**src/rtl/pc_seq_pkg.sv**
```systemverilog
// pc_seq_pkg
//   Shared definitions for the fetch PC sequencer: the sequencer state
//   encoding, default boot and exception vectors, and the sequential-fetch
//   PC increment.
package pc_seq_pkg;

  typedef enum logic [1:0] {
    BOOT = 2'd0,
    RUN  = 2'd1,
    PEND = 2'd2
  } pc_seq_state_e;

  localparam logic [31:0] PC_SEQ_RESET_VECTOR = 32'hBFC0_0000;
  localparam logic [31:0] PC_SEQ_EXC_VECTOR   = 32'hBFC0_0380;
  localparam logic [31:0] PC_SEQ_PC_INC       = 32'd4;

endpackage : pc_seq_pkg

```
**src/rtl/pc_sequencer.sv**
```systemverilog
// pc_sequencer
//   Fetch PC sequencer for a single-issue pipeline with a branch delay slot.
//   Steps the PC by 4 each unstalled cycle, redirects to a resolved branch
//   target one cycle after the unstalled resolve, and parks a target that
//   resolves during a stall until the stall releases.
//
//   Optional feature macro: PC_SEQ_EXC_EN
//     Defined   -> ExcReq/ExcPC inputs and EPC output exist; an exception
//                  redirects fetch to EXC_VECTOR and flushes IF and ID.
//     Undefined -> no exception ports or logic.
//
//   Ports
//     Clock      in   rising-edge clock
//     Reset      in   synchronous, active-high reset
//     Stall      in   fetch/pipeline hold request
//     BrValid    in   control-transfer resolved in execute this cycle
//     BrTaken    in   branch taken (ignored unless BrValid)
//     BrTarget   in   branch target address (no alignment check)
//     ExcReq     in   exception request            (PC_SEQ_EXC_EN only)
//     ExcPC      in   PC of the faulting instruction (PC_SEQ_EXC_EN only)
//     EPC        out  captured exception PC         (PC_SEQ_EXC_EN only)
//     PC         out  current fetch address
//     FetchValid out  PC is a valid fetch this cycle
//     FlushIF    out  kill the instruction in fetch
//     FlushID    out  kill the instruction in decode
//
//   state | meaning
//   ------+--------------------------------------------------------------
//   BOOT  | first cycle after reset; PC parked at RESET_VECTOR, no fetch
//   RUN   | normal fetch; PC+4, hold on stall, redirect on taken branch
//   PEND  | taken branch resolved while stalled; target held until release
module pc_sequencer
  import pc_seq_pkg::*;
#(
  parameter logic [31:0] RESET_VECTOR = PC_SEQ_RESET_VECTOR,
  parameter logic [31:0] EXC_VECTOR   = PC_SEQ_EXC_VECTOR
) (
  input  logic        Clock,
  input  logic        Reset,
  input  logic        Stall,
  input  logic        BrValid,
  input  logic        BrTaken,
  input  logic [31:0] BrTarget,
`ifdef PC_SEQ_EXC_EN
  input  logic        ExcReq,
  input  logic [31:0] ExcPC,
  output logic [31:0] EPC,
`endif
  output logic [31:0] PC,
  output logic        FetchValid,
  output logic        FlushIF,
  output logic        FlushID
);

  pc_seq_state_e state_q, state_d;
  logic [31:0]   pc_q, pc_d;
  logic [31:0]   target_q, target_d;
  logic          redirect;
  logic          flush_if;
  logic          flush_id;

`ifdef PC_SEQ_EXC_EN
  logic [31:0]   epc_q, epc_d;
  logic          exc_take;

  // Exceptions are only honoured once the sequencer is out of BOOT.
  assign exc_take = ExcReq & (state_q != BOOT);
`endif

  assign redirect = BrValid & BrTaken;

  always_ff @(posedge Clock) begin
    if (Reset) begin
      state_q  <= BOOT;
      pc_q     <= RESET_VECTOR;
      target_q <= '0;
`ifdef PC_SEQ_EXC_EN
      epc_q    <= '0;
`endif
    end else begin
      state_q  <= state_d;
      pc_q     <= pc_d;
      target_q <= target_d;
`ifdef PC_SEQ_EXC_EN
      epc_q    <= epc_d;
`endif
    end
  end

  always_comb begin
    state_d  = state_q;
    pc_d     = pc_q;
    target_d = target_q;
    flush_if = 1'b0;
    flush_id = 1'b0;
`ifdef PC_SEQ_EXC_EN
    epc_d    = epc_q;
`endif

    case (state_q)
      BOOT: begin
        pc_d    = RESET_VECTOR;
        state_d = RUN;
      end
      RUN: begin
        if (redirect) begin
          if (Stall) begin
            // The delay-slot fetch is still held at PC; park the target.
            target_d = BrTarget;
            state_d  = PEND;
          end else begin
            // Kill only the fall-through fetch; the delay slot in decode
            // still executes.
            pc_d     = BrTarget;
            flush_if = 1'b1;
          end
        end else if (!Stall) begin
          pc_d = pc_q + PC_SEQ_PC_INC;
        end
      end
      PEND: begin
        if (!Stall) begin
          pc_d     = target_q;
          flush_if = 1'b1;
          state_d  = RUN;
        end
      end
      default: begin
        state_d = BOOT;
      end
    endcase

`ifdef PC_SEQ_EXC_EN
    // Exception outranks both redirect and stall; a parked target is lost.
    if (exc_take) begin
      pc_d     = EXC_VECTOR;
      epc_d    = ExcPC;
      target_d = '0;
      flush_if = 1'b1;
      flush_id = 1'b1;
      state_d  = RUN;
    end
`endif

    // Flushes describe the next-state transition, which reset overrides.
    if (Reset) begin
      flush_if = 1'b0;
      flush_id = 1'b0;
    end
  end

  assign PC         = pc_q;
  assign FetchValid = (state_q != BOOT);
  assign FlushIF    = flush_if;
  assign FlushID    = flush_id;
`ifdef PC_SEQ_EXC_EN
  assign EPC        = epc_q;
`endif

endmodule : pc_sequencer

```
**config.mk**
```make
export PLATFORM = sky130hd
export DESIGN_NAME = pc_sequencer
export DESIGN_NICKNAME = d
export VERILOG_FILES = /design/src/rtl/pc_seq_pkg.sv /design/src/rtl/pc_sequencer.sv
export SDC_FILE = /design/constraint.sdc
export NUM_CORES = 1
export LEC_CHECK = 0
export ABC_AREA = 1
export CORE_ASPECT_RATIO = 1.1
export CORE_MARGIN = 2
export CORE_UTILIZATION = 53
export DETAILED_ROUTE_END_ITERATION = 7
export PLACE_DENSITY = 0.85
export SETUP_SLACK_MARGIN = 0.3
export SYNTH_ARGS = -nofsm -noshare
export SYNTH_HDL_FRONTEND = slang
export SYNTH_SLANG_ARGS = --single-unit
export TNS_END_PERCENT = 10
```
**constraint.sdc**
```tcl
create_clock -name Clock -period 2.31 [get_ports Clock]
set_input_delay 0.231 -clock Clock [delete_from_list [all_inputs] [get_ports Clock]]
set_output_delay 0.231 -clock Clock [all_outputs]
set_load 0.005 [all_outputs]
```
== Yosys cells after proc, flatten, opt, wreduce, memory -nomap -nowiden ==
Cells that the tools add are included.

* Bits in registers: 66
* Output and inout bits: 35
* Input bits: 37
* Word-level logic and storage cells: 30

* Mux-type cells: 13
* Reductions and logical operators: 6
* Add/sub/neg operators: 1
* Eq/ne operators: 6
* Bitwise gates (word level): 1

{| class="wikitable"
|+ Operators by type and width
! cell !! count
|-
| 32-bit two-way mux || 4
|-
| 32-bit case mux with 3 select lines || 1
|-
| 32-bit by 3-bit adder with 32-bit output, second input constant || 1
|-
| 3-bit AND reduction || 3
|-
| 2-bit != test, second input constant || 4
|-
| 2-bit two-way mux || 3
|-
| 2-bit case mux with 3 select lines || 1
|-
| 1-bit two-way mux || 3
|-
| 3-bit nonzero test || 1
|-
| 2-bit by 1-bit == test with 1-bit output, second input constant || 1
|-
| 2-bit == test, second input constant || 1
|-
| 2-bit zero test || 1
|-
| 1-bit case mux with 2 select lines || 1
|-
| 2-bit nonzero test || 1
|-
| 1-bit bitwise AND || 1
|}

== Depth between registers and ports, before layout ==
Gate-level depths: netlist of run 1.

* Word-level depth: 4
* Gate-level depth with buffers: 12
* Mapped depth without buffers: 12

== Least setup slack after synthesis of run 1 ==
Ideal clock, no wire load.

* Path type: register -> register
* Start point: reg state_q[0]
* End point: reg pc_q[23], in the netlist PC[23]
* Slack: 0.680 ns
* Arrival: 1.507 ns
* Path buffers: 2
* Required time: 2.188 ns
* Setup time: 0.122 ns
* Stages on the path, launching flop included: 11
* Period minus slack after synthesis: 1.630 ns
* Path through: dfxtp_1 inv_1 ha_1 buf_2 nor2_1 o21ai_2 nand2_4 inv_1 buf_2 a21oi_1 nand3b_1

* Word-level cells in the longest chain between the ends: 3
* Elaborated cells between the ends (all ways): 8
* Classes of those cells: eq/ne: 4; mux: 1; reduce/logical: 3

{| class="wikitable"
|+ Ends and longest elaborated chain
! item !! line !! text
|-
| from (decl) || pc_sequencer.sv:55 || <nowiki>pc_seq_state_e state_q, state_d;</nowiki>
|-
| from (signal assigned) || pc_sequencer.sv:81 || <nowiki>state_q <= state_d;</nowiki>
|-
| 2-bit by 1-bit == test with 1-bit output (tied with other cells) || pc_sequencer.sv:100 || <nowiki>case (state_q)</nowiki>
|-
| 2-bit != test (no line) / 3-bit nonzero test (equally long branches) || -- ||
|-
| 3-bit AND reduction (no line) || -- ||
|-
| to (signal assigned) || pc_sequencer.sv:82 || <nowiki>pc_q <= pc_d;</nowiki>
|-
| to (decl) || pc_sequencer.sv:56 || <nowiki>logic [31:0] pc_q, pc_d;</nowiki>
|}

Parallel ways exist; a longest one is shown, timed or not.
A chain may end at the register's enable or synchronous reset.

== Worst setup path in the final report of run 1 ==
* Start point: reg state_q[0]
* End point: out FlushIF

* Word-level cells in the longest chain between the ends: 3
* Elaborated cells between the ends (all ways): 4
* Classes of those cells: eq/ne: 2; mux: 2

{| class="wikitable"
|+ Ends and longest elaborated chain
! item !! line !! text
|-
| 2-bit == test / 2-bit by 1-bit == test with 1-bit output (equally long branches) || pc_sequencer.sv:100 ||
|-
| 1-bit case mux with 2 select lines * || pc_sequencer.sv:100 ||
|-
| 1-bit two-way mux * || pc_sequencer.sv:146 || <nowiki>if (Reset) begin</nowiki>
|-
| to (decl) || pc_sequencer.sv:51 || <nowiki>output logic FlushIF,</nowiki>
|}

Every way passes the cells marked *; elsewhere a longest branch is shown, timed or not.

==> results of run 1 <==
cells in the final DEF (no fill, tap or decap), types with 7 or more instances in the layout:
master / n
sky130_fd_sc_hd__a21oi_1: 56
sky130_fd_sc_hd__a221oi_1: 7
sky130_fd_sc_hd__a22oi_1: 17
sky130_fd_sc_hd__buf_4: 8
sky130_fd_sc_hd__clkbuf_8: 12
sky130_fd_sc_hd__clkdlybuf4s50_1: 68
sky130_fd_sc_hd__dfxtp_1: 64
sky130_fd_sc_hd__inv_1: 36
sky130_fd_sc_hd__nand2_1: 222
sky130_fd_sc_hd__nand3_1: 20
sky130_fd_sc_hd__nor2_1: 29
sky130_fd_sc_hd__nor2_2: 8
sky130_fd_sc_hd__nor2_4: 7
sky130_fd_sc_hd__o21ai_0: 15
sky130_fd_sc_hd__xor2_1: 10
area by class of cell:
type                       instances  share of cell area (%)
multi-input combinational        441                    45.7
sequential                        66                    27.1
tap                               85                    2.18
clock inverter                     4                    1.49
inverter                          40                    3.15
timing repair buffer              82                    17.0
clock buffer                      12                    3.38
registers in the layout, summed over array words and instances, names as in the netlist:
signal	flops
PC	32
state_q	2
target_q	32
stage by stage:
| stage | hold slack [ns] | area (sq um) |
|---|---|---|
| floorplan | 0.366 | 3810 |
| global placement | 0.446 | 4600 |
| detailed placement | 0.451 | 4600 |
| CTS | 0.463 | 4850 |
| global route | 0.481 | 4880 |
| finish | 0.464 | 4880 |
power by group through the flow:
stage,sequential (W),combinational [W],clock (W)
final,0.00131,0.000972,0.00116
after global routing,0.00132,0.00106,0.00122
after CTS,0.00130,0.000931,0.00116
after detailed placement,0.00133,0.000920,0
after global placement,0.00132,0.000901,0
after floorplan,0.00131,0.000548,0
logic make-up (layout without fill, tap and decap cells):
| logic type | after synthesis | in the layout | share of synthesized area [%] |
|---|---|---|---|
| adder cells (fa/ha/maj) | 5 | 5 | 1.64 |
| AO/OA/AOI/OAI | 117 | 117 | 18.6 |
| buffers and inverters | 68 | 138 | 7.39 |
| AND/OR/NAND/NOR | 305 | 305 | 34.6 |
| other | 1 | 1 | 0.0985 |
| XOR/XNOR | 13 | 13 | 2.99 |
| flip-flops | 66 | 66 | 34.7 |
metal layers:
layer / up-vias / track usage, % / wire length [microns]
li1: 1999 / - / -
met1: 1922 / 35.2 / 4680
met2: 143 / 50.1 / 5540
met3: 22 / 5.08 / 543
met4: 0 / 10.1 / 201
met5: - / 0 / 0
timing repair:
item	in CTS	in global routing
endpoints found under the setup margin	1	8
gates resized for setup	8	5
setup buffers	0	1
critical path, stage by stage (launching register included):
cell and delay, ns:
sky130_fd_sc_hd__dfxtp_2 0.36, sky130_fd_sc_hd__inv_1 0.08, sky130_fd_sc_hd__ha_1 0.32, sky130_fd_sc_hd__inv_2 0.06, sky130_fd_sc_hd__a2111oi_4 0.31, sky130_fd_sc_hd__clkdlybuf4s15_2 0.25
worst max path at each step:
| stage | start | to | slack [ns] | cells past startpoint |
|---|---|---|---|---|
| after floorplan | state_q[0] | PC[23] | 0.68 | 10 |
| after global placement | BrValid | FlushIF | 0.30 | 4 |
| after detailed placement | BrTaken | FlushIF | 0.24 | 4 |
| after CTS | state_q[0] | FlushIF | 0.31 | 5 |
| after global routing | state_q[0] | PC[23] | 0.27 | 10 |
| final | state_q[0] | FlushIF | 0.36 | 5 |
==> results.md, run 1 <==
- Across the VDD grid, the largest voltage drop is 0.000514 V.
- The clock network fraction of total power is 33.8%.
- In this run the static leakage power is 1.86 nW.
- The largest area contributor in the netlist is sky130_fd_sc_hd__dfxtp_1.
- The number of enable-type register cells in the synthesized netlist is 0.
- The data required time of the critical path is 2.08 ns.
- The average cell area after synthesis is 6.62 sq um.
- Synthesis produced a netlist whose cell count is 575.
- The path depth of the worst reg2reg path is 10.
- The final layout net count is 682.
- The worst register-to-register path has a setup slack of 0.36 ns.
- The clock transition at the registers of the reported paths is 0.07 ns.
- The launching point of the worst reg2reg path is state_q[0].
- For this configuration, the core starts out at a cell density of 54.4%.
- The number of global-route vias before repair was 3880.
- After synthesis the cells add up to 3810 sq um.
- The final non-filler cell total is 730.
- The tool flagged a number of max-cap violations equal to 0.
- Summed over all nets, the half-perimeter wirelength after detailed placement is 7370 microns.
- The number of nets in the synthesized netlist is 617.
- The most common cell in the synthesized netlist is sky130_fd_sc_hd__nand2_1.
- For this run, the share of the core covered by cells in the final layout is 69.7%.
- Yosys mapped the design onto 38 distinct sky130hd cell types.
- The floorplan die area is 7880 sq um.
- The shortest clock period the worst path allows after layout is 1.95 ns.
- The first TritonRoute pass finished after 6 iterations.
- Measured along the y axis, the die boundary spans 92.9 microns.
- From synthesis to final layout, the design area changed by 28.3%.
- The final routed wirelength across all metal layers is 11000 microns.
- The internal power component is 0.00231 W.
- In this run the tool buffered the top-level ports with 70 buffer cells.
- Cells with a size suffix above 1 make up 10.7% of the layout.
- Derived from the worst setup path, the maximum achievable clock frequency is 0.513 GHz.
- Fill cells in the final layout number 564.
- The number of CTS-inserted buffers is 9.
- The proportion of register bits with asynchronous set or reset after synthesis is 0%.
- For this block, the via count after detailed routing is 4086.
- The worst hold path terminates at target_q[1].
- The hold buffer count at CTS is 0.
- The initial antenna violation count came to 0.
- The worst setup slack after layout is 0.361 ns.
- The capture instance of the worst register-to-register path is PC[23].
- In this run the deepest clock path goes through 2 buffers.
- The register area is 1320 sq um.
- The TritonCTS clock tree is done.
- The clock insertion delay at the later pin of the skew report is 0.35 ns.
- Dividing the final minimum period by the clock period gives 84.4%.
- Timing analysis after detailed placement gives a worst setup slack of 0.241 ns.
- Once detail routing completed, the nets flagged for antenna violations numbered 0.
- The tightest min-delay check is of the flip-flop to flip-flop type.
- The mean routed wirelength per cell is 15.0 microns.
- The tree is rooted in a sky130_fd_sc_hd__clkbuf_8.
- The worst setup path is captured at an output pin.
- The switching portion of total power is 32.7%.
- The net switching power is 0.00113 W.
- The worst setup path is of the flip-flop to output pin kind.
- The repair_antennas step left the layout with diodes totalling 0.
- The area share of the largest cell type after synthesis is 34.7%.
- The total routing resource utilization after global routing is 28.6%.
- The final number of hold-violating endpoints came to 0.
- The fraction of the yosys area taken by sequential cells is 34.7%.
- The commonest cells after synthesis are sky130_fd_sc_hd__nand2_1, sky130_fd_sc_hd__dfxtp_1, sky130_fd_sc_hd__a21oi_1.
- The data arrival time of the critical path is 1.72 ns.
- Entering global routing, the biggest net connects 57 pins.
- At the end of routability-driven placement, the weighted congestion stood at 0.916.
- The first-pass GRT wire length is 18100 microns.
- The final number of max-transition violations was 0.
- Combinational logic is responsible for 28.3% of the overall power.
- Of all nets on the critical path, the largest fanout is 3.
- At the pin with the least slew margin, the transition time is 0.618 ns.
- The detailed-route vias per instance is 5.60.
- Counting every sink on the clock net gives 66.
- The remaining global-route overflow is 0.
- The setup-violating endpoint count in the final report is 0.
- For this block, the initial DRC count from the detailed router was 375.
- The core region is 7010 sq um.
- Counting instances, the worst hold path has a depth of 2.
- The multi-input gate area in the final layout is 2230 sq um.
- The number of placed instances with taps included is 713.
- In the synthesized netlist the dominant register cell turns out to be sky130_fd_sc_hd__dfxtp_1.
- The worst setup path is launched from a flip-flop.
- The final-layout setup total negative slack is 0 ns.
- Setup repair after global routing could not meet its margin everywhere.
- For the final database, setup skew stands at 0.0133 ns.
- The beginning of the worst hold path is target_q[1].
- The die span in x is 84.8 microns.
- For this design the ratio of total power to cell area is 704 nW/um^2.
- The share of power burned in registers is 38.0%.
- For this design the top-level I/O count stands at 72.
- The number of flip-flops and latches in the synthesized netlist is 66.
- The remaining max-slew budget at the tightest pin is 58.8%.
- The number of synthesis warnings is 0.
- The total design power is 0.00344 W.
- The flow ran to the end, and the final reports show no timing, DRC or antenna violations.
- For this run, design rule violations remaining after detail routing come to 0.
- Yosys attributes the largest share of cell area to sky130_fd_sc_hd__dfxtp_1, sky130_fd_sc_hd__nand2_1, sky130_fd_sc_hd__a21oi_1, sky130_fd_sc_hd__inv_1, sky130_fd_sc_hd__a22oi_1.
- The maximum level of the CTS H-tree is 3.
- The initialized floorplan defines 32 standard-cell rows.
Power figures use the tool's default switching activity.
==> run 2, diff against run 1 <==
clock period = 2.01 ns   (was 2.31 ns; I/O delays follow)
==> run 2 against run 1 <==
Effect of this change:
- routed wire length increased by 2.9%
- first-iteration DRC count decreased by 1.3%
- final cell count increased by 1.6%
- register-to-register slack got worse by 0.05 ns
- global-route usage increased by 1.1 points
- combinational power increased by 24%
- via count increased by 2.0%
- count of clock-buffer cells in the layout decreased by 2
- highest routed layer unchanged
==> results.md, run 2 (synthesized netlist as in run 1, its figures left out) <==
- The share of the core filled with cells in the final layout is 71.5% (+1.8 points).
- The remaining design rule violation count was 0 (unchanged).
- The static leakage is 1.90 nW (+2.6%).
- The initial antenna violation count was 0 (unchanged).
- The maximum buffer depth of the clock tree is 2 (unchanged).
- The proportion of layout cells with a drive suffix above 1 is 14.9% (+4.2 points).
- The TritonCTS clock tree is done.
- The number of optimization iterations in the first detailed-route pass was 7 (+1).
- The clock transition at the registers of the reported paths is 0.07 ns (about the same).
- The top-level I/O count was 72 (unchanged).
- The worst setup slack after layout is 0.289 ns (-0.0720 ns).
- The maximum operating frequency is 0.581 GHz.
- The share of power burned in registers is 38.9% (+0.9 points).
- The total cell area at the placement stage was 4640 sq um (+0.87%).
- The remaining max-slew budget at the tightest pin is 59.4% (+0.62 points).
- The final routed wirelength across all metal layers was 11300 microns (+2.9%).
- In this run the critical register-to-register path is captured at PC[21].
- The minimum setup slack after placement is -0.0901 ns (-0.331 ns).
- The internal power component came to 0.00254 W (+9.6%).
- Relative to the synthesized area, the layout overhead comes to 31.5%.
- The max-cap violation count came to 0 (unchanged).
- The remaining global-route overflow is 0 (unchanged).
- The net switching power is 0.00135 W (+20%).
- The library cells used most frequently in the layout, excluding fill and tap cells, are sky130_fd_sc_hd__nand2_1, sky130_fd_sc_hd__clkdlybuf4s50_1, sky130_fd_sc_hd__a21oi_1.
- The number of rows in the core area is 32 (unchanged).
- The post-detailed-route count of antenna-violating nets is 0 (unchanged).
- The setup-violating endpoint count in the final report is 0 (unchanged).
- The chip height came to 92.9 microns (unchanged).
- The flow ran to the end, and the final reports show no timing, DRC or antenna violations.
- The number of DRC violations after detailed-routing iteration 0 is 370 (-1.3%).
- The capturing element of the worst setup path is FlushIF.
- The number of inserted filler cells in the final layout is 568 (+0.71%).
- The mean routed wirelength per cell is 15.2 microns (+1.3%).
- The initial core utilization was 54.4% (unchanged).
- The routed via count is 4167 (+2.0%).
- Setup repair after global routing could not meet its margin everywhere.
- The measured slew at the worst slew-check pin is 0.608 ns (-0.00928 ns).
- The register-to-register setup slack is 0.31 ns (-0.05 ns).
- The worst clock skew is 0.0100 ns (-0.00328 ns).
- The beginning of the critical path is state_q[0].
- The peak supply drop is 0.000692 V (+35%).
- The startpoint kind of the worst setup timing path is a flip-flop.
- The HPWL after detailed placement is 7720 microns (+4.8%).
- The number of port buffers was 70 (unchanged).
- The clock insertion delay at the later pin of the skew report is 0.35 ns (about the same).
- The pin count of the biggest net entering global routing is 56 (-1.8%).
- The final layout net count is 694 (+1.8%).
- Subtracting the final worst setup slack from the clock period gives 1.72 ns.
- The switching portion of total power is 34.7% (+2.0 points).
- The total power divided by cell area is 775 nW/um^2 (+10%).
- The clock sink total was 66 (unchanged).
- The clock network fraction of total power is 30.0% (-3.8 points).
- The worst hold-check slack is 0.108 ns (-0.356 ns).
- The type of the setup path with the least slack is flip-flop to output pin.
- The worst path buffer plus inverter count is 3 (unchanged).
- The final number of max-transition violations is 0 (unchanged).
- The maximum level of the CTS H-tree is 3 (unchanged).
- The number of inserted diodes is 0 (unchanged).
- The path depth of the worst reg2reg path is 10 (unchanged).
- Leaving out fill and tap cells, the most frequent cell in the layout is sky130_fd_sc_hd__nand2_1.
- The worst hold path begins at Reset.
- The total routing resource utilization after global routing is 29.7% (+1.1 points).
- The placeable core area is 7010 sq um (unchanged).
- The critical path goes through inv_4 -> ha_4 -> inv_2 -> a2111oi_4 -> buf_2.
- The delay of the slowest cell on the worst path is 0.38 ns (+0.02 ns).
- The tree is rooted in a sky130_fd_sc_hd__clkbuf_8.
- The post-route fraction of the period consumed by the critical path is 85.6%.
- The combinational power share is 31.2% (+2.9 points).
- The slowest stage of the critical path is the sky130_fd_sc_hd__dfxtp_4 cell.
- The data arrival time of the critical path is 1.52 ns (-0.20 ns).
- The weighted congestion reported at the end of routability-driven placement came to 0.896 (-2.2%).
- The launching point of the worst reg2reg path is state_q[1].
- The final cell area excluding filler cells is 5010 sq um (+2.6%).
- The number of global-route vias before repair is 4063 (+4.7%).
- The first-pass GRT wire length is 18800 microns (+4.0%).
- The class of the tightest hold or removal check is input pin to flip-flop.
- The largest delay contributor family on the critical path is flip-flops.
- The detailed-route vias per instance is 5.62 (+0.33%).
- The die span in x is 84.8 microns (unchanged).
- The floorplan die area is 7880 sq um (unchanged).
- The logic depth of the worst setup path including buffers was 5 (unchanged).
- The kind of end point of the critical path is an output pin.
- The number of CTS-inserted buffers came to 9 (unchanged).
- The data required time of the critical path is 1.81 ns (-0.27 ns).
- The final number of hold-violating endpoints is 0 (unchanged).
- The peak fanout along the critical path was 5 (+2).
run 2: stage by stage:
step | std cells | power, W | setup TNS [ns]
finish | 742 | 0.00388 | 0
global route | 742 | 0.00409 | 0
CTS | 738 | 0.00382 | 0
detailed placement | 720 | 0.00262 | -0.0901
global placement | 720 | 0.00260 | 0
floorplan | 575 | 0.00213 | 0
run 2: how the worst min path moves through the flow:
stage | to | slack, ns | depth (start not counted)
2_1_floorplan | target_q[0] | 0.34 | 2
3_3_place_gp | state_q[1] | 0.42 | 2
3_5_place_dp | state_q[1] | 0.44 | 2
4_1_cts | state_q[1] | 0.1 | 2
5_1_grt | state_q[1] | 0.11 | 2
6_report | state_q[1] | 0.11 | 2
run 2: metal layers:
metal,share of wire (%),global-route usage [%],up-vias
li1,-,-,2024
met1,42,36.5,1923
met2,49,50.2,184
met3,6.4,5.26,36
met4,2.9,14.0,0
met5,0,0,-
run 2: timing repair:
item / 4_1_cts / 5_1_grt
endpoints found under the setup margin: 31 / 35
pin swaps: 3 / 3
gates resized for setup: 26 / 15
buffers inserted: 2 / 4
hold buffers: 0 / 0
run 2: power groups by stage:
stage	combinational [W]	clock, W	sequential, W
after global placement	0.00107	0	0.00152
final	0.00121	0.00116	0.00151
after CTS	0.00114	0.00117	0.00150
after detailed placement	0.00109	0	0.00153
after floorplan	0.000630	0	0.00150
after global routing	0.00133	0.00124	0.00152
run 2: final cells by class:
cell class,instances,area (sq um),share of cell area [%]
Clock inverter,6,66.3,1.32
Clock buffer,10,138,2.75
Multi-Input combinational cell,441,2300,45.9
Sequential cell,66,1340,26.8
Timing Repair Buffer,94,903,18.0
Inverter,40,154,3.07
Tap cell,85,106,2.12
